File: src/rtl/shift_pkg.sv
// Shared encodings for the iterative shifter: operation codes and FSM states.
package shift_pkg;

  typedef enum logic [1:0] {
    OP_SLL = 2'b00,
    OP_SRL = 2'b01,
    OP_SRA = 2'b10,
    OP_ROL = 2'b11
  } op_t;

  typedef enum logic [1:0] {
    S_IDLE  = 2'b00,
    S_SHIFT = 2'b01,
    S_DONE  = 2'b10
  } state_t;

endpackage

File: src/rtl/shift_step_unit.sv
// Combinational log-stage mux shifter that moves x by 0..STEP bits in one of four modes.
module shift_step_unit
  import shift_pkg::*;
#(
  parameter int N    = 32,
  parameter int STEP = 1
) (
  input  logic [N-1:0]             x,
  input  op_t                      op,
  input  logic [$clog2(STEP):0]    amount,
  output logic [N-1:0]             y
);

  localparam int STAGES = $clog2(STEP) + 1;

  // Fixed-distance shift; ROL by exactly N degenerates to identity, which is correct.
  function automatic logic [N-1:0] shift_const(input logic [N-1:0] v, input op_t o, input int s);
    case (o)
      OP_SLL:  return v << s;
      OP_SRL:  return v >> s;
      OP_SRA:  return $signed(v) >>> s;
      OP_ROL:  return (v << s) | (v >> (N - s));
      default: return v;
    endcase
  endfunction

  logic [N-1:0] stage [0:STAGES];

  assign stage[0] = x;

  for (genvar i = 0; i < STAGES; i++) begin : g_stage
    assign stage[i+1] = amount[i] ? shift_const(stage[i], op, 1 << i) : stage[i];
  end

  assign y = stage[STAGES];

endmodule

File: src/rtl/n_bit_iter_shifter.sv
// Multi-cycle shifter: accepts one request, shifts up to STEP bits per clock, then holds the result.
module n_bit_iter_shifter
  import shift_pkg::*;
#(
  parameter int N    = 32,
  parameter int STEP = 1
) (
  input  logic                 clk,
  input  logic                 rst_n,
  input  logic                 in_valid,
  output logic                 in_ready,
  input  logic [N-1:0]         in_data,
  input  logic [$clog2(N)-1:0] in_shamt,
  input  logic [1:0]           in_op,
  output logic                 out_valid,
  input  logic                 out_ready,
  output logic [N-1:0]         out_data,
  output logic                 busy
);

  localparam int SHW = $clog2(N);
  localparam int AW  = $clog2(STEP) + 1;

  state_t         state;
  op_t            op;
  logic [N-1:0]   acc;
  logic [SHW-1:0] cnt;
  logic [AW-1:0]  k;
  logic [SHW-1:0] cnt_next;
  logic [N-1:0]   step_y;

  assign in_ready = (state == S_IDLE) && rst_n;
  assign busy     = (state != S_IDLE);

  // k = min(STEP, cnt); cnt never exceeds N-1, so k always fits back into SHW bits.
  always_comb begin
    k = '0;
    if (32'(cnt) >= STEP) k = AW'(STEP);
    else                  k = AW'(cnt);
  end

  assign cnt_next = cnt - SHW'(k);

  shift_step_unit #(
    .N    (N),
    .STEP (STEP)
  ) u_step (
    .x      (acc),
    .op     (op),
    .amount (k),
    .y      (step_y)
  );

  // out_data is its own register so the last result survives the next capture into acc.
  always_ff @(posedge clk) begin
    if (!rst_n) begin
      state     <= S_IDLE;
      op        <= OP_SLL;
      acc       <= '0;
      cnt       <= '0;
      out_valid <= 1'b0;
      out_data  <= '0;
    end else begin
      case (state)
        S_IDLE: begin
          if (in_valid) begin
            acc <= in_data;
            op  <= op_t'(in_op);
            cnt <= in_shamt;
            if (in_shamt == '0) begin
              state     <= S_DONE;
              out_valid <= 1'b1;
              out_data  <= in_data;
            end else begin
              state <= S_SHIFT;
            end
          end
        end
        S_SHIFT: begin
          acc <= step_y;
          cnt <= cnt_next;
          if (cnt_next == '0) begin
            state     <= S_DONE;
            out_valid <= 1'b1;
            out_data  <= step_y;
          end
        end
        S_DONE: begin
          if (out_ready) begin
            state     <= S_IDLE;
            out_valid <= 1'b0;
          end
        end
        default: begin
          state     <= S_IDLE;
          out_valid <= 1'b0;
        end
      endcase
    end
  end

endmodule

File: config.mk
export PLATFORM = sky130hd
export DESIGN_NAME = n_bit_iter_shifter
export DESIGN_NICKNAME = d
export VERILOG_FILES = /design/src/rtl/shift_pkg.sv /design/src/rtl/shift_step_unit.sv /design/src/rtl/n_bit_iter_shifter.sv
export SDC_FILE = /design/constraint.sdc
export NUM_CORES = 1
export LEC_CHECK = 0
export ABC_AREA = 1
export BUFFER_PORTS_ARGS = -buffer_cell sky130_fd_sc_hd__buf_2
export CAP_MARGIN = 20
export CORE_ASPECT_RATIO = 1.75
export CORE_UTILIZATION = 60
export CTS_CLUSTER_DIAMETER = 80
export DETAILED_ROUTE_END_ITERATION = 10
export GPL_TIMING_DRIVEN = 0
export HOLD_SLACK_MARGIN = 0.05
export PLACE_DENSITY_LB_ADDON = 0.05
export SETUP_SLACK_MARGIN = 0.5
export SLEW_MARGIN = 30
export SYNTH_ARGS = -nofsm -noshare
export SYNTH_HDL_FRONTEND = slang
export SYNTH_SLANG_ARGS = --single-unit
File: constraint.sdc
create_clock -name clk -period 3.6 [get_ports clk]
set_input_delay 0 -clock clk [delete_from_list [all_inputs] [get_ports clk]]
set_output_delay 0 -clock clk [all_outputs]
set_load 0.05 [all_outputs]
After elaboration in Yosys (flattened, before gate mapping)
Index checks and enable logic that the tools add are counted.

Add/subtract/negate cells: 1. Multipliers: 0. Div/mod/pow operators: 0. $lt $le $gt $ge: 1. Equal/unequal tests: 9. Shift-type cells: 0. Muxes and demuxes: 21. Bitwise gates (word level): 1. Reduce and logical (&&, ||, !) cells: 12.

Operators with widths (count): 32-bit two-way mux (5); 32-bit case mux with 2 select lines (2); 32-bit case mux with 4 select lines (1); 32-bit by 1-bit OR with 32-bit output (1); 5-bit zero test (2); 5-bit case mux with 2 select lines (1); 2-bit two-way mux (4); 4-bit AND reduction (2); 2-bit equality test (second input constant) (3); 2-bit inequality test (second input constant) (3); 2-bit case mux with 3 select lines (1); 5-bit by 1-bit >= comparator with 1-bit output (second input constant) (1); 1-bit two-way mux (5); 5-bit two-way mux (1); 5-bit by 1-bit subtractor with 5-bit output (1); 2-bit by 1-bit equality test with 1-bit output (second input constant) (2); 2-bit zero test (2); 2-bit AND reduction (2); 2-bit nonzero test (2); 1-bit case mux with 3 select lines (1); 3-bit AND reduction (1); 2-bit by 1-bit inequality test with 1-bit output (second input constant) (1); 1-bit logical AND (1).

Flip-flop bits (word level): 74. Latch bits: 0. RAM bits: 0. Memory bits (read-only): 0. Input port bits: 43. Memories: 0.

Depth between registers and ports, before layout
Gate-level depths: netlist of the first run.

Depth in word-level cells: 6. Depth in mapped cells: 18. Mapped depth without buffers: 15.

By module
Synthesis of the first run repeated with hierarchy kept, for this count alone.

Cells, all modules: 652. Area total of the unflattened synthesis: 4335.4 µm².

Modules (own cells, without submodules): n_bit_iter_shifter (times used 1, cells an instance 439, area each 3365.7 µm², seq. area each 1481.4 µm²); shift_step_unit (times used 1, cells an instance 213, area each 969.7 µm², seq. area each 0.0 µm²).

Worst setup path after synthesis of the first run
Ideal clock, no wire load.

Path kind: register to register. From: reg cnt[2]. To: reg out_data[12]. Arrival time: 2.076 ns. Slack: 1.411 ns. Stages on the path, launching flop included: 17. Path through: dfxtp_1 nor2_1 nand2_1 nor2_1 buf_2 nor2_1 ha_1 nand2_1 nand3_1 nor2_1 nand2_1 nand2_1 nand3_2 buf_6 buf_4 nor2_1 nor2_1.

Cells in the longest elaborated chain, start to end: 6. Elaborated cells on any way between the ends: 9. Classes of those cells: add/sub: 1; order compare: 1; eq/ne: 1; mux: 4; reduce/logical: 2.

RTL lines: from (decl) (RTL line n_bit_iter_shifter.sv:27) `logic [SHW-1:0] cnt;`; from (signal assigned) (RTL line n_bit_iter_shifter.sv:69) `cnt <= in_shamt;`; from (signal assigned) (RTL line n_bit_iter_shifter.sv:81) `cnt <= cnt_next;`; 5-bit by 1-bit >= comparator with 1-bit output (RTL line n_bit_iter_shifter.sv:38) `if (32'(cnt) >= STEP) k = AW'(STEP);`; 1-bit two-way mux (RTL line n_bit_iter_shifter.sv:38); 5-bit by 1-bit subtractor with 5-bit output (RTL line n_bit_iter_shifter.sv:42) `assign cnt_next = cnt - SHW'(k);`; 5-bit zero test (RTL line n_bit_iter_shifter.sv:82) `if (cnt_next == '0) begin`; 2-bit inequality test (no line); 4-bit AND reduction (no line); to (signal assigned) (RTL line n_bit_iter_shifter.sv:73) `out_data <= in_data;`; to (signal assigned) (RTL line n_bit_iter_shifter.sv:85) `out_data <= step_y;`; to (decl) (RTL line n_bit_iter_shifter.sv:17) `output logic [N-1:0] out_data,`.

Parallel ways exist; a longest one is shown, timed or not. The select of a mux whose other input is x is not followed. A chain may end at the register's enable or synchronous reset.

Worst setup path in the final report of the first run
From: reg cnt[2]. To: reg out_data[1].

Same word-level chain as after synthesis.

==> results of run 1 <==
-- sequential cells by signal, indices dropped and copies added, names as in the netlist --
name,flops
op,2
out_data,32
acc,32
out_valid,1
state,2
cnt,5
-- synthesized netlist by cell type --
library cell | n | area (um^2)
nand2_1 | 114 | 428
o21ai_0 | 46 | 230
nand3_1 | 8 | 40.0
buf_6 | 4 | 45.0
nor2_1 | 107 | 402
o22ai_1 | 2 | 12.5
nand3b_1 | 1 | 7.51
buf_4 | 3 | 22.5
o21bai_1 | 1 | 7.51
a21oi_1 | 100 | 500
clkinv_1 | 1 | 3.75
inv_1 | 110 | 413
nand2_2 | 1 | 6.26
ha_1 | 2 | 25.0
o211ai_1 | 31 | 233
dfxtp_1 | 74 | 1480
clkbuf_1 | 23 | 86.3
buf_2 | 12 | 60.1
nand3_2 | 1 | 10.0
a31oi_1 | 1 | 6.26
inv_2 | 2 | 7.51
nand4_1 | 1 | 6.26
or2_0 | 1 | 6.26
-- power breakdown --
group	internal [mW]	switching [mW]	leakage (nW)
registers	1.03	0.137	0.611
logic	0.543	1.29	1.90
clock network	0.496	0.332	0.138
-- cells by family after synthesis --
| family | after synthesis | share of synthesized area |
|---|---|---|
| AO/OA/AOI/OAI | 181 | 0.245 |
| adder cells (fa/ha/maj) | 2 | 0.00619 |
| buffers and inverters | 155 | 0.158 |
| flip-flops | 74 | 0.367 |
| AND/OR/NAND/NOR | 234 | 0.224 |
-- layout make-up --
cell class | instances | area share
well taps | 82 | 0.0210
inverters | 113 | 0.0870
repair buffers | 84 | 0.0944
clock inverters | 3 | 0.00308
flip-flops and latches | 74 | 0.304
clock buffers | 12 | 0.0526
plain buffers | 42 | 0.0439
multi-input cells | 417 | 0.394
-- critical path, delay by kind of cell, from the launching register on --
kind | cells | cell delay (ns)
flip-flops | 1 | 0.35
AND/OR/NAND/NOR | 12 | 1.44
adder cells (fa/ha/maj) | 1 | 0.24
buffers and inverters | 3 | 0.67
-- routing by layer --
| metal | GRT usage | vias to the layer above | wire, um |
|---|---|---|---|
| met2 | 0.589 | 181 | 5790 |
| met5 | 0 | - | 0 |
| met3 | 0.0723 | 57 | 622 |
| met1 | 0.351 | 1971 | 4330 |
| li1 | - | 2223 | - |
| met4 | 0.239 | 0 | 670 |
-- path summary, 6_finish.rpt --
check | start | end | slack, ns
worst max-delay path | cnt[2] | out_data[1] | 0.78
worst min-delay path | in_valid | state[0] | 0.06
worst max register to register | cnt[2] | out_data[1] | 0.78
worst min register to register | out_valid | out_valid | 0.47
-- repair_timing --
item,CTS,global route
endpoints found under the hold margin,8,0
setup endpoints to repair,0,29
gates resized for setup,0,1
hold buffers,8,0
-- through the flow --
step	worst slack [ns]	cells	power (mW)
6_report	0.782	827	3.83
5_1_grt	0.533	827	4.08
4_1_cts	0.701	827	3.81
3_5_place_dp	0.809	804	2.97
3_3_place_gp	0.839	804	2.92
2_1_floorplan	1.41	646	2.53
==> run_results.csv, run 1 <==
group,metric,value,unit
setup_path,critPathLaunchType,"register",
layout,drive_above_1_share,0.153,
layout,final_common_cell,"nand2_1",
timing,final_hold_viol_count,0,
cts,h-tree-depth,3,
place,gp_congestion,0.860,
detailed_routing,route.vias.total,4432,
cts,cts_buffer_depth,2,
setup_path,crit_path_frequent_cell,"nor2_1",
detailed_routing,wl,11400,um
cts,path_clk_slew,0.05,ns
detailed_routing,drt_first_pass_iters,5,
layout,area_delta_synth_final,20.7,%
place,hpwl,8220,um
timing,fin_crit,2.82,ns
outcome,status,"finished, final reports clean",
global_routing,grt_pass1_vias,4284,
timing,fin_crit_sh,0.783,
layout,n_fill_cell,599,
place,port_buffers,76,
synthesis,synthDistinctLibCells,23,
synthesis,syn_area,0.00404,mm^2
synthesis,syn-instance-count,646,
cts,clk_latency,0.34,ns
synthesis,ys_seq_area_frac,0.367,
global_routing,grt_pass1_wl,18800,um
power,leakage,2.65,nW
setup_path,arrival,3.05,ns
global_routing,grt_max_degree,12,
floorplanning,die_height,111,um
timing,slew_violations,0,
setup_path,cp_slowest_cell,"dfxtp_1",
floorplanning,dieArea,0.00708,mm^2
timing,fin_tns_setup,0,ns
floorplanning,io_pins,78,
cts,root_buffer,"clkbuf_16",
setup_path,cp_max_fo,10,
setup_path,slowest_delay,0.35,ns
timing,fmax,355,MHz
detailed_routing,drc,0,
place,place_area,0.00452,mm^2
detailed_routing,antenna_violating_nets_post_route,0,
setup_path,reg2reg_depth,16,
layout,final_cell_mix,"114 x nand2_1, 110 x inv_1, 106 x nor2_1",
layout,regArea,0.00148,mm^2
layout,stdcell_area,0.00488,mm^2
global_routing,antenna_found_initial,0,
run,max-cap-violations,0,
layout,num-nets-final,786,
setup_path,crit_chain,"nor2_1, nand2_1, nor2_2, buf_2, nor2_1, ha_1, nand2_1, nand3_1, nor2_1, nand2_1, nand2_1, nand3_2, buf_6, buf_4, nor2_1, nor2_1",
detailed_routing,wl_per_cell,13.8,um
timing,relSlewSlack,0.589,
power,power.density,786,mW/mm^2
detailed_routing,dr.first_iter.drc_count,250,
synthesis,synth_nets,691,
power,ir_drop,466,uV
synthesis,avgSynthCellArea,6.25,um^2
floorplanning,die_x,64.0,um
timing,skew,0.00423,ns
cts,post_cts_buffers,0,
timing,rsz0062_at_grt,"false",
hold_path,hold_depth,5,
global_routing,grt_util_all_layers,0.340,
layout,antennaDiodeCount,0,
setup_path,required,3.83,ns
cts,cts_sinks,74,
timing,tightest_slew,0.617,ns
layout,final_util,0.746,
timing,finalSetupViolCount,0,
synthesis,ys_ff_latch,74,
setup_path,end_kind,"register",
setup_path,path_class,"reg2reg",
global_routing,globalRoute.totalOverflow,0,
layout,multi_input_area,0.00192,mm^2
cts,cts_tree,"done",
timing,hold_ws,0.0617,ns
synthesis,yosys_warnings,0,
cts,cts_inserted_buffers,9,
floorplanning,coreArea,0.00654,mm^2
detailed_routing,via_per_inst,5.36,
floorplanning,rows,39,
hold_path,min_path_type,"in2reg",
floorplanning,initial_core_util,0.618,
Power figures use the tool's default switching activity.
==> run 2: changes to the inputs <==
--- a/config.mk
+++ b/config.mk
@@ -9,7 +9,7 @@
 export BUFFER_PORTS_ARGS = -buffer_cell sky130_fd_sc_hd__buf_2
 export CAP_MARGIN = 20
 export CORE_ASPECT_RATIO = 1.75
-export CORE_UTILIZATION = 60
+export CORE_UTILIZATION = 56
 export CTS_CLUSTER_DIAMETER = 80
 export DETAILED_ROUTE_END_ITERATION = 10
 export GPL_TIMING_DRIVEN = 0
==> constraint.sdc (replaced) <==
create_clock -name clk -period 2.75 [get_ports clk]
set_input_delay 0 -clock clk [delete_from_list [all_inputs] [get_ports clk]]
set_output_delay 0 -clock clk [all_outputs]
set_load 0.05 [all_outputs]
==> run 2 against run 1 <==
Net effect:
- fmax grew 31%
- die area grew 7.0%
- hold slack gained 0.0073 ns
- combinational power grew 38%
- wire length rose by 2.0%
- count of clock-buffer cells in the layout unchanged
- critical path depth rose by 1
- total power up 43%
- setup slack worse by 0.18 ns
- register-to-register slack worse by 0.18 ns
- largest cell class unchanged
- largest power group unchanged
==> run_results.csv, run 2 (synthesized netlist as in run 1, its figures left out) <==
group,metric,value,unit
outcome,status,"finished, final reports clean",
layout,num-nets-final,793,
setup_path,crit_chain,"inv_1, nand2_2, nor2_4, buf_8, nor2_4, ha_4, inv_1, nand2_1, nand3_1, nor2_1, nand2_1, nand2_2, nand3_4, buf_8, buf_4, nor2_1, nor2_1",
global_routing,grt_pass1_vias,4141,
timing,slew_violations,0,
detailed_routing,route.vias.total,4470,
cts,h-tree-depth,3,
place,hpwl,8240,um
cts,cts_sinks,74,
global_routing,antenna_found_initial,0,
floorplanning,die_height,114,um
global_routing,grt_pass1_wl,18600,um
timing,fin_crit,2.14,ns
floorplanning,io_pins,78,
power,finalPower,5.47,mW
layout,final_common_cell,"nand2_1",
timing,fin_tns_setup,0,ns
place,gp_congestion,0.904,
detailed_routing,dr.first_iter.drc_count,309,
power,ir_drop,700,uV
timing,fmax,467,MHz
setup_path,cp_max_fo,10,
detailed_routing,wl,11600,um
place,pre_cts_ws,-0.0133,ns
global_routing,grt_util_all_layers,0.323,
setup_path,cp_slowest_cell,"dfxtp_4",
setup_path,end_kind,"register",
floorplanning,die_x,66.2,um
place,placed_cells,806,
timing,finalSetupViolCount,0,
detailed_routing,antenna_violating_nets_post_route,0,
setup_path,arrival,2.38,ns
layout,drive_above_1_share,0.181,
setup_path,required,2.99,ns
cts,cts_buffer_depth,2,
floorplanning,dieArea,0.00757,mm^2
timing,hold_ws,0.0690,ns
layout,stdcell_area,0.00511,mm^2
layout,antennaDiodeCount,0,
timing,worst_slack,0.607,ns
layout,area_delta_synth_final,26.4,%
layout,final_cell_mix,"110 x nand2_1, 109 x inv_1, 102 x nor2_1",
setup_path,slowest_delay,0.36,ns
place,port_buffers,76,
place,place_area,0.00453,mm^2
layout,instances_no_fill,837,
detailed_routing,drt_first_pass_iters,5,
timing,final_hold_viol_count,0,
cts,clk_latency,0.34,ns
detailed_routing,wl_per_cell,13.9,um
timing,relSlewSlack,0.628,
global_routing,grt_max_degree,13,
setup_path,critPathLaunchType,"register",
timing,skew,0.00862,ns
setup_path,path_class,"reg2reg",
detailed_routing,via_per_inst,5.34,
floorplanning,rows,40,
global_routing,globalRoute.totalOverflow,0,
timing,rsz0062_at_grt,"false",
power,leakage,2.73,nW
cts,cts_tree,"done",
layout,final_util,0.739,
timing,tightest_slew,0.557,ns
detailed_routing,drc,0,
hold_path,min_path_type,"in2reg",
floorplanning,coreArea,0.00691,mm^2
power,power.density,1070,mW/mm^2
layout,reg_top3,"acc (32), out_data (32), cnt (5)",
setup_path,crit_path_frequent_cell,"nor2_1",
cts,path_clk_slew,0.06,ns
timing,fin_crit_sh,0.779,
floorplanning,initial_core_util,0.585,
cts,root_buffer,"clkbuf_16",
run,max-cap-violations,0,
cts,cts_inserted_buffers,9,
[run 2: worst paths after layout]
check	slack, ns	end	start	cells past startpoint
setup / recovery	0.61	out_data[18]	cnt[3]	17
hold / removal	0.07	acc[8]	in_data[8]	5
setup reg to reg	0.61	out_data[18]	cnt[3]	17
hold reg to reg	0.47	out_valid	out_valid	2
[run 2: power breakdown]
group          internal (mW)  switching (mW)
Combinational          0.798            1.74
Sequential              1.36           0.185
Clock                  0.936           0.461
Total                   3.09            2.38
[run 2: worst max-delay path, delay by kind of cell, from the launching register on]
family / cells / cell delay (ns)
simple gates: 11 / 0.94
fa+ha+maj: 1 / 0.17
flops: 1 / 0.36
buf+inv: 5 / 0.55
[run 2: repair_timing]
| item | 4_1_cts | 5_1_grt |
|---|---|---|
| endpoints found under the hold margin | 9 | 0 |
| hold buffers | 9 | 0 |
| resized for setup | 13 | 18 |
| setup buffers | 3 | 3 |
| pin swaps | 3 | 5 |
| setup endpoints to repair | 35 | 34 |
[run 2: routing by layer]
| metal | global-route usage | wire length [um] | up-vias |
|---|---|---|---|
| met5 | 0 | 0 | - |
| met3 | 0.0827 | 644 | 36 |
| met2 | 0.590 | 6190 | 167 |
| met1 | 0.331 | 4440 | 2031 |
| met4 | 0.149 | 364 | 0 |
| li1 | - | - | 2236 |
[run 2: layout make-up]
class                   instances  area [um^2]
clock buffers                  12          256
clock inverters                 4         97.6
repair buffers                 91          515
plain buffers                  42          234
inverters                     113          424
flip-flops and latches         74         1500
fillers                       602         1800
multi-input cells             417         1980
well taps                      84          105
